### config.mk
export PLATFORM = sky130hd
export DESIGN_NAME = nn_weight_streamer_flat
export DESIGN_NICKNAME = d
export VERILOG_FILES = /design/src/rtl/nn_pkg.sv /design/src/rtl/nn_weight_streamer_if.sv /design/src/rtl/nn_weight_regfile.sv /design/src/rtl/nn_weight_streamer.sv /design/src/flat_wrapper.sv
export SDC_FILE = /design/constraint.sdc
export NUM_CORES = 1
export LEC_CHECK = 0
export CORE_UTILIZATION = 50
export CTS_CLUSTER_DIAMETER = 80
export DETAILED_ROUTE_END_ITERATION = 6
export PLACE_DENSITY = 0.77
export SYNTH_ARGS = -nofsm -noshare
export SYNTH_HDL_FRONTEND = slang
export SYNTH_SLANG_ARGS = --single-unit
### constraint.sdc
create_clock -name clk -period 4.2 [get_ports clk]
set_input_delay 1.26 -clock clk [delete_from_list [all_inputs] [get_ports clk]]
set_output_delay 1.26 -clock clk [all_outputs]
set_load 0.02 [all_outputs]
### src/rtl/nn_pkg.sv
// Shared sizing, state encoding and stream-index helpers for the perceptron weight streamer.
package nn_pkg;

    localparam int DEF_BITS_PER_WORD      = 8;
    localparam int DEF_INPUT_VECTOR_SIZE  = 2;
    localparam int DEF_HIDDEN_LAYER_SIZE  = 2;
    localparam int DEF_OUTPUT_VECTOR_SIZE = 1;

    typedef enum logic [1:0] {
        IDLE   = 2'd0,
        STREAM = 2'd1,
        CSUM   = 2'd2
    } stream_state_e;

    // layer 0: w1[k][j]; layer 1: w2[k][j] with k the hidden source, j the output neuron
    typedef struct packed {
        logic        layer;
        logic [15:0] k;
        logic [15:0] j;
    } weight_pos_t;

    function automatic int calc_num_weights(input int n_in, input int n_hid, input int n_out);
        return (n_in + 1) * n_hid + (n_hid + 1) * n_out;
    endfunction

    function automatic weight_pos_t index_to_pos(input int idx, input int n_in,
                                                 input int n_hid, input int n_out);
        weight_pos_t pos;
        int          l1_words;
        l1_words = (n_in + 1) * n_hid;
        if (idx < l1_words) begin
            pos.layer = 1'b0;
            pos.k     = 16'(idx / n_hid);
            pos.j     = 16'(idx % n_hid);
        end else begin
            pos.layer = 1'b1;
            pos.k     = 16'((idx - l1_words) / n_out);
            pos.j     = 16'((idx - l1_words) % n_out);
        end
        return pos;
    endfunction

endpackage

### src/rtl/nn_weight_streamer_if.sv
// Weight-load stream between the streamer (master) and the network core (slave).
interface nn_weight_streamer_if
    import nn_pkg::*;
#(
    parameter int BITS_PER_WORD = DEF_BITS_PER_WORD
);
    logic                            weights_en;
    logic                            weights_ready;
    logic signed [BITS_PER_WORD-1:0] weights_data;

    modport master (
        output weights_en,
        output weights_data,
        input  weights_ready
    );

    modport slave (
        input  weights_en,
        input  weights_data,
        output weights_ready
    );
endinterface

### src/rtl/nn_weight_regfile.sv
// Weight register file: synchronous write, synchronous clear, asynchronous read.
module nn_weight_regfile
    import nn_pkg::*;
#(
    parameter int BITS_PER_WORD = DEF_BITS_PER_WORD,
    parameter int NUM_WEIGHTS   = 9,
    parameter int ADDR_W        = 4
) (
    input  logic                            clk,
    input  logic                            reset_n,
    input  logic                            we,
    input  logic        [ADDR_W-1:0]        wr_addr,
    input  logic signed [BITS_PER_WORD-1:0] wr_data,
    input  logic        [ADDR_W-1:0]        rd_addr,
    output logic signed [BITS_PER_WORD-1:0] rd_data
);

    logic signed [BITS_PER_WORD-1:0] mem [NUM_WEIGHTS];
    logic                            rd_in_range;

    assign rd_in_range = ({1'b0, rd_addr} < (ADDR_W + 1)'(NUM_WEIGHTS));

    always_ff @(posedge clk) begin
        if (!reset_n) begin
            for (int i = 0; i < NUM_WEIGHTS; i++) begin
                mem[i] <= '0;
            end
        end else if (we) begin
            mem[wr_addr] <= wr_data;
        end
    end

    // The streamer prefetches one past the last word; that read must not alias.
    assign rd_data = rd_in_range ? mem[rd_addr] : '0;

endmodule

### src/rtl/nn_weight_streamer.sv
// Streams the stored perceptron weight set to the network core with backpressure.
// Optional checksum beat after the last weight: define WEIGHT_STREAM_CHECKSUM_EN.
module nn_weight_streamer
    import nn_pkg::*;
#(
    parameter  int BITS_PER_WORD      = DEF_BITS_PER_WORD,
    parameter  int INPUT_VECTOR_SIZE  = DEF_INPUT_VECTOR_SIZE,
    parameter  int HIDDEN_LAYER_SIZE  = DEF_HIDDEN_LAYER_SIZE,
    parameter  int OUTPUT_VECTOR_SIZE = DEF_OUTPUT_VECTOR_SIZE,
    localparam int NUM_WEIGHTS        = calc_num_weights(INPUT_VECTOR_SIZE, HIDDEN_LAYER_SIZE,
                                                         OUTPUT_VECTOR_SIZE),
    localparam int ADDR_W             = (NUM_WEIGHTS > 1) ? $clog2(NUM_WEIGHTS) : 1
) (
    input  logic                            clk,
    input  logic                            reset_n,
    input  logic                            wr_en,
    input  logic        [ADDR_W-1:0]        wr_addr,
    input  logic signed [BITS_PER_WORD-1:0] wr_data,
    output logic                            wr_reject,
    input  logic                            start,
    output logic                            busy,
    output logic                            done,
    nn_weight_streamer_if.master            wif
);

    localparam logic [ADDR_W-1:0] LAST_IDX = ADDR_W'(NUM_WEIGHTS - 1);

    stream_state_e                   state, state_n;
    logic        [ADDR_W-1:0]        word_idx, word_idx_n;
    logic        [ADDR_W-1:0]        rd_addr;
    logic signed [BITS_PER_WORD-1:0] rd_data;
    logic signed [BITS_PER_WORD-1:0] data_q, data_n;
    logic                            en_q, en_n;
    logic                            busy_n, done_n, rej_n;
    logic                            wr_accept, beat;
`ifdef WEIGHT_STREAM_CHECKSUM_EN
    logic signed [BITS_PER_WORD-1:0] csum_q, csum_n;
`endif

    assign wr_accept = wr_en && !busy && ({1'b0, wr_addr} < (ADDR_W + 1)'(NUM_WEIGHTS));
    assign beat      = en_q && wif.weights_ready;

    assign wif.weights_en   = en_q;
    assign wif.weights_data = data_q;

    nn_weight_regfile #(
        .BITS_PER_WORD (BITS_PER_WORD),
        .NUM_WEIGHTS   (NUM_WEIGHTS),
        .ADDR_W        (ADDR_W)
    ) u_regfile (
        .clk     (clk),
        .reset_n (reset_n),
        .we      (wr_accept),
        .wr_addr (wr_addr),
        .wr_data (wr_data),
        .rd_addr (rd_addr),
        .rd_data (rd_data)
    );

    always_ff @(posedge clk) begin
        if (!reset_n) begin
            state     <= IDLE;
            word_idx  <= '0;
            en_q      <= 1'b0;
            data_q    <= '0;
            busy      <= 1'b0;
            done      <= 1'b0;
            wr_reject <= 1'b0;
`ifdef WEIGHT_STREAM_CHECKSUM_EN
            csum_q    <= '0;
`endif
        end else begin
            state     <= state_n;
            word_idx  <= word_idx_n;
            en_q      <= en_n;
            data_q    <= data_n;
            busy      <= busy_n;
            done      <= done_n;
            wr_reject <= rej_n;
`ifdef WEIGHT_STREAM_CHECKSUM_EN
            csum_q    <= csum_n;
`endif
        end
    end

    always_comb begin
        state_n    = state;
        word_idx_n = word_idx;
        en_n       = en_q;
        data_n     = data_q;
        busy_n     = busy;
        done_n     = 1'b0;
        rej_n      = wr_en && !wr_accept;
        rd_addr    = '0;
`ifdef WEIGHT_STREAM_CHECKSUM_EN
        csum_n     = csum_q;
`endif
        case (state)
            IDLE: begin
                if (start) begin
                    state_n    = STREAM;
                    word_idx_n = '0;
                    en_n       = 1'b1;
                    busy_n     = 1'b1;
                    // A write to word 0 in the start cycle must be visible to the first beat.
                    data_n     = (wr_accept && (wr_addr == '0)) ? wr_data : rd_data;
`ifdef WEIGHT_STREAM_CHECKSUM_EN
                    csum_n     = '0;
`endif
                end
            end
            STREAM: begin
                rd_addr = word_idx + ADDR_W'(1);
                if (beat) begin
`ifdef WEIGHT_STREAM_CHECKSUM_EN
                    csum_n = csum_q + data_q;
`endif
                    if (word_idx == LAST_IDX) begin
                        word_idx_n = '0;
`ifdef WEIGHT_STREAM_CHECKSUM_EN
                        state_n    = CSUM;
                        data_n     = csum_q + data_q;
`else
                        state_n    = IDLE;
                        en_n       = 1'b0;
                        busy_n     = 1'b0;
                        done_n     = 1'b1;
                        data_n     = '0;
`endif
                    end else begin
                        word_idx_n = word_idx + ADDR_W'(1);
                        data_n     = rd_data;
                    end
                end
            end
`ifdef WEIGHT_STREAM_CHECKSUM_EN
            CSUM: begin
                if (beat) begin
                    state_n = IDLE;
                    en_n    = 1'b0;
                    busy_n  = 1'b0;
                    done_n  = 1'b1;
                    data_n  = '0;
                end
            end
`endif
            default: begin
                state_n = IDLE;
            end
        endcase
    end

endmodule

### src/flat_wrapper.sv
// flat-port wrapper written by rule: the top's interface ports become plain ports
module nn_weight_streamer_flat import nn_pkg::*;
#(
    parameter  int BITS_PER_WORD      = DEF_BITS_PER_WORD,
    parameter  int INPUT_VECTOR_SIZE  = DEF_INPUT_VECTOR_SIZE,
    parameter  int HIDDEN_LAYER_SIZE  = DEF_HIDDEN_LAYER_SIZE,
    parameter  int OUTPUT_VECTOR_SIZE = DEF_OUTPUT_VECTOR_SIZE,
    localparam int NUM_WEIGHTS        = calc_num_weights(INPUT_VECTOR_SIZE, HIDDEN_LAYER_SIZE,
                                                         OUTPUT_VECTOR_SIZE),
    localparam int ADDR_W             = (NUM_WEIGHTS > 1) ? $clog2(NUM_WEIGHTS) : 1
)
  (clk, reset_n, wr_en, wr_addr, wr_data, wr_reject, start, busy, done, wif_weights_en, wif_weights_data, wif_weights_ready);
  nn_weight_streamer_if #(.BITS_PER_WORD(BITS_PER_WORD)) wif_i ();
  input  logic clk;
  input  logic reset_n;
  input  logic wr_en;
  input  logic        [ADDR_W-1:0] wr_addr;
  input  logic signed [BITS_PER_WORD-1:0] wr_data;
  output logic wr_reject;
  input  logic start;
  output logic busy;
  output logic done;
  output wire logic [$bits(wif_i.weights_en)-1:0] wif_weights_en;
  output wire logic [$bits(wif_i.weights_data)-1:0] wif_weights_data;
  input wire logic [$bits(wif_i.weights_ready)-1:0] wif_weights_ready;
  assign wif_weights_en = wif_i.weights_en;
  assign wif_weights_data = wif_i.weights_data;
  assign wif_i.weights_ready = wif_weights_ready;
  nn_weight_streamer #(.BITS_PER_WORD(BITS_PER_WORD), .INPUT_VECTOR_SIZE(INPUT_VECTOR_SIZE), .HIDDEN_LAYER_SIZE(HIDDEN_LAYER_SIZE), .OUTPUT_VECTOR_SIZE(OUTPUT_VECTOR_SIZE)) u_core (.clk(clk), .reset_n(reset_n), .wr_en(wr_en), .wr_addr(wr_addr), .wr_data(wr_data), .wr_reject(wr_reject), .start(start), .busy(busy), .done(done), .wif(wif_i));
endmodule
## Word-level counts from Yosys, hierarchy flattened

Memories as Yosys holds them, arrays and structs flattened.
Cells that the tools add are included.

| word-level totals | value |
|---|---|
| output and inout bits | 12 |
| memories kept | 1 |
| word-level logic and storage cells | 57 |
| register bits | 17 |
| memory bits (writable) | 72 |
| bits of input ports | 17 |

| cells by class | value |
|---|---|
| equal/unequal tests | 5 |
| muxes and demuxes | 27 |
| $lt $le $gt $ge | 2 |
| reduce and logical (&&, ||, !) cells | 15 |
| add/sub/neg operators | 1 |

Memories:

| name | words | bits a word | rd ports | clocked after Yosys merged registers in | wr ports | line | text |
|---|---|---|---|---|---|---|---|
| u_core.u_regfile.mem | 9 | 8 | 1 | 0 | 9 | nn_weight_regfile.sv:18 | `logic signed [BITS_PER_WORD-1:0] mem [NUM_WEIGHTS];` |

Operator list:

| operator | number |
|---|---|
| $mux W8 | 6 |
| $mux W4 | 5 |
| $pmux W8 S2 | 1 |
| $mux W1 | 9 |
| $reduce_and A3 Y1 | 3 |
| $lt A4 B4 Y1 const B | 2 |
| $pmux W4 S2 | 1 |
| $reduce_or A8 Y1 | 1 |
| $mux W2 | 3 |
| $logic_and A1 B1 Y1 | 5 |
| $add A4 B1 Y4 const B | 1 |
| $eq A4 B4 Y1 const B | 1 |
| $logic_not A4 Y1 | 1 |
| $ne A2 B1 Y1 const B | 2 |
| $pmux W2 S2 | 1 |
| $reduce_and A4 Y1 | 1 |
| $eq A2 B1 Y1 const B | 1 |
| $logic_not A1 Y1 | 2 |
| $logic_not A2 Y1 | 1 |
| $ne A2 B2 Y1 const B | 1 |
| $pmux W1 S2 | 1 |
| $reduce_bool A2 Y1 | 1 |

## Logic depth before layout (Yosys ltp)

| depth | value |
|---|---|
| word-level depth | 8 |
| mapped depth | 9 |
| depth with buffers taken out | 7 |

## Cells and area by module

Synthesis repeated with hierarchy kept, for this count alone.

| unflattened totals | value |
|---|---|
| cell total of the unflattened synthesis | 330 |
| area total of the unflattened synthesis | 4,187.8 µm² |

By module, submodules not included:

| module | times used | area an instance (µm²) | cells each |
|---|---|---|---|
| nn_weight_regfile | 1 | 3,408.3 | 236 |
| nn_weight_streamer | 1 | 779.5 | 94 |

## Least setup slack after synthesis

No wires, ideal clock.

| path | value |
|---|---|
| path type | input-to-reg |
| start point | in reset_n |
| end point | mem u_core.u_regfile.mem[5][0] (netlist name) (enable) |
| path buffers | 0 |
| arrival time | 2.272 ns |
| path slack | 1.544 ns |
| setup time | 0.384 ns |
| stages on the path | 3 |
| path through | and3_1 > nand3b_1 > o21ai_0 |

RTL lines:

| what | line | text |
|---|---|---|
| start, declared | flat_wrapper.sv:15 | `input logic reset_n;` |
| end, declared | nn_weight_regfile.sv:18 |  |

==> run_results.csv <==
group,metric,value,unit
run_status,outcome,"completed",
floorplan,initial_core_util,52.5,%
worst_hold_path,hp-start,"u_core.wif.weights_data[2]$_SDFFE_PN0P_",
critical_path,r2r_slack,1.43,ns
finish,fill_cells,701,
critical_path,r2r_end,"u_core.wif.weights_data[5]$_SDFFE_PN0P_",
synth,yosysUniqueCellTypes,53,
cts,cts_buffers,9,
critical_path,worstSetupStartpointType,"primary input",
floorplan,die_x,95.6,um
grt,antenna_found_initial,0,
grt,grt_max_degree,35,
synth,synth_async_sr_flop_share,0,%
cts,clk_latency,0.36,ns
floorplan,ioPinCount,29,
cts,cts.clk_slew.worst_paths,0.08,ns
floorplan,die_y,95.6,um
timing,slew_headroom,43.7,%
critical_path,crit_arrival,3.09,ns
timing,setup_tns,0,ns
cts,post-cts-setup-buffer-count,0,
timing,rsz0062_at_grt,"no",
synth,syn_inst,389,
critical_path,cpPeakStageDelay,0.52,ns
critical_path,crit_type,"primary input to register",
critical_path,end_kind,"register",
timing,fin_crit_sh,72.7,%
worst_hold_path,hp-class,"register to register",
placement,place.port_buffers,28,
cts,clock-sinks,87,
synth,synth_edf_count,72,
critical_path,path_cells,"clkdlybuf4s50_1 > and3_1 > nand3b_1 > nor3_1 > nand2b_1",
critical_path,critPathRequiredTime,4.23,ns
critical_path,startpoint,"reset_n",
timing,worst_pin_slew,0.845,ns
job,drv_cap,0,
detailed_routing,vias_per_cell,5.95,
floorplan,rows,33,
grt,met3_usage,4.94,%
detailed_routing,drtPass1Iterations,5,
worst_hold_path,holdPathStages,2,
timing,fin_skew,0.00776,ns
critical_path,crit_buf_inv,1,
finish,final_nets,435,
synth,synth_flop_cell,"edfxtp_1",
timing,layout_setup_ws,1.15,ns
timing,finalMaxSlewViolations,0,
grt,grtUsageMet1,34.0,%
placement,hpwl,7270,um
timing,min_period,3.05,ns
finish,mostFrequentLayoutCell,"and2_1",
synth,synthesis.nets,408,
critical_path,cp.depth,5,
floorplan,core,8340,um^2
critical_path,critPathTopFamily,"simple AND/OR/NAND/NOR gates",
finish,drive_gt1_share,9.76,%
detailed_routing,routedWlPerCell,19.8,um
cts,ctsHoldBuffers,0,
cts,cts_tree,"built",
timing,setup_viol,0,
grt,use_met2,38.4,%
critical_path,reg2regPathDepth,7,
placement,dp_slack,0.784,ns
critical_path,cp_slowest_cell,"nor3_1",
finish,insertedDiodeCount,0,
detailed_routing,wirelength,10400,um
timing,timing.hold.ws,0.493,ns
critical_path,reg2reg_from,"u_core.word_idx[0]$_SDFFE_PN0P_",
timing,max_freq,0.327,GHz
synth,avgSynthCellArea,11.3,um^2
cts,cts.htree.levels,3,
grt,grt_usage,24.7,%
timing,finalHoldViolations,0,
pwr,power_density,366,nW/um^2
detailed_routing,via_count,3124,
synth,synth_seq_area_share,56.2,%
critical_path,cp-endpoint,"u_core.u_regfile.mem[4][2]$_SDFFCE_PN0P_",
synth,synth.yosys.warnings,0,
placement,gp_congestion,0.938,
synth,ys_ff_latch,87,
synth,syn-cell-area,4380,um^2
finish,final_cells,525,
finish,regArea,2460,um^2
grt,grt_overflow_total,0,
grt,grt_pass1_wl,16000,um
finish,layout_common_cells,"and2_1 (77), edfxtp_1 (72), nand2_1 (29)",
detailed_routing,first_iter_violations,283,
pwr,p_leak,0.00178,uW
detailed_routing,antenna_left,0,
grt,grt_pass1_vias,2869,
detailed_routing,drc,0,
floorplan,die_area,9140,um^2
cts,cts-root-buf,"clkbuf_8",
critical_path,crit_fanout,9,
finish,area_growth,13.7,%
grt,globalRoute.busiestLayer,"met2",
cts,clock_path_buffers,2,
placement,placed_cells,510,
cts,cts_resized,0,
finish,multiInputGateArea,1810,um^2
pwr,ir_worst_vdd,0.155,mV
## kinds of logic after synthesis
logic type / synth area share (%)
flops: 56.2
compound gates: 13.8
xor+xnor: 0.943
buf+inv: 2.49
fa+ha+maj: 0.571
mux: 4.60
simple gates: 21.4
## synthesized netlist by cell type, types with 7 or more instances
cell type | instances | area share, %
and3_1 | 7 | 1.0
clkbuf_1 | 14 | 1.2
mux2i_1 | 7 | 1.6
a21oi_1 | 9 | 1.0
edfxtp_1 | 72 | 49
nor2b_1 | 16 | 2.3
o21ai_0 | 24 | 2.7
dfxtp_1 | 15 | 6.9
and2_1 | 77 | 11
nor2_1 | 16 | 1.4
a211oi_1 | 7 | 1.2
nand2_1 | 29 | 2.5
a31oi_1 | 7 | 1.0
## final cells by class
| type | instances | area share, % |
|---|---|---|
| clock inverter | 6 | 1.73 |
| timing repair buffer | 37 | 6.99 |
| sequential | 87 | 49.5 |
| multi-input combinational | 276 | 36.3 |
| tap | 105 | 2.64 |
| clock buffer | 9 | 2.49 |
| inverter | 5 | 0.377 |
## registers in the layout (all words and copies together), names as in the netlist
name and count:
u_core.u_regfile.mem 72, u_core.wif.weights_data 8, u_core.word_idx 4, u_core.done 1, u_core.wif.weights_en 1, u_core.wr_reject 1
## metrics by stage
step                      power (uW)  instance area (um^2)  util [%]
after detailed placement        1210                  4770      57.2
after global routing            1880                  4980      59.7
after CTS                       1820                  4980      59.7
after floorplan                 1120                  4380         -
after global placement          1210                  4770      57.2
final                           1820                  4980      59.7
## layer usage
| layer | up-vias | part of all wire, % |
|---|---|---|
| met5 | - | 0 |
| met4 | 0 | 2.3 |
| met3 | 15 | 6.0 |
| met2 | 114 | 46 |
| met1 | 1522 | 45 |
| li1 | 1473 | - |
## worst min-delay path by stage
stage	endpoint	slack (ns)
6_report	u_core.wif.weights_data[2]$_SDFFE_PN0P_	0.49
4_1_cts	u_core.wif.weights_data[2]$_SDFFE_PN0P_	0.49
3_5_place_dp	u_core.wif.weights_data[2]$_SDFFE_PN0P_	0.48
5_1_grt	u_core.wif.weights_data[2]$_SDFFE_PN0P_	0.54
2_1_floorplan	u_core.word_idx[2]$_SDFFE_PN0P_	0.54
3_3_place_gp	u_core.wif.weights_data[2]$_SDFFE_PN0P_	0.48
## worst register-to-register path, stage by stage, from the launching register on
cell and delay [ns]:
dfxtp_1 0.34, inv_1 0.14, ha_1 0.62, nand2_1 0.49, a211oi_1 0.50, a311oi_1 0.13, o221ai_1 0.33, a21oi_1 0.11
## where the power goes
part	internal [uW]	switching (uW)	total, uW	leakage [uW]
Sequential	971	16.2	987	0.000856
Clock	330	298	628	0.000105
Combinational	84.1	122	206	0.000822
Total	1390	436	1820	0.00178
Power figures use the tool's default switching activity.
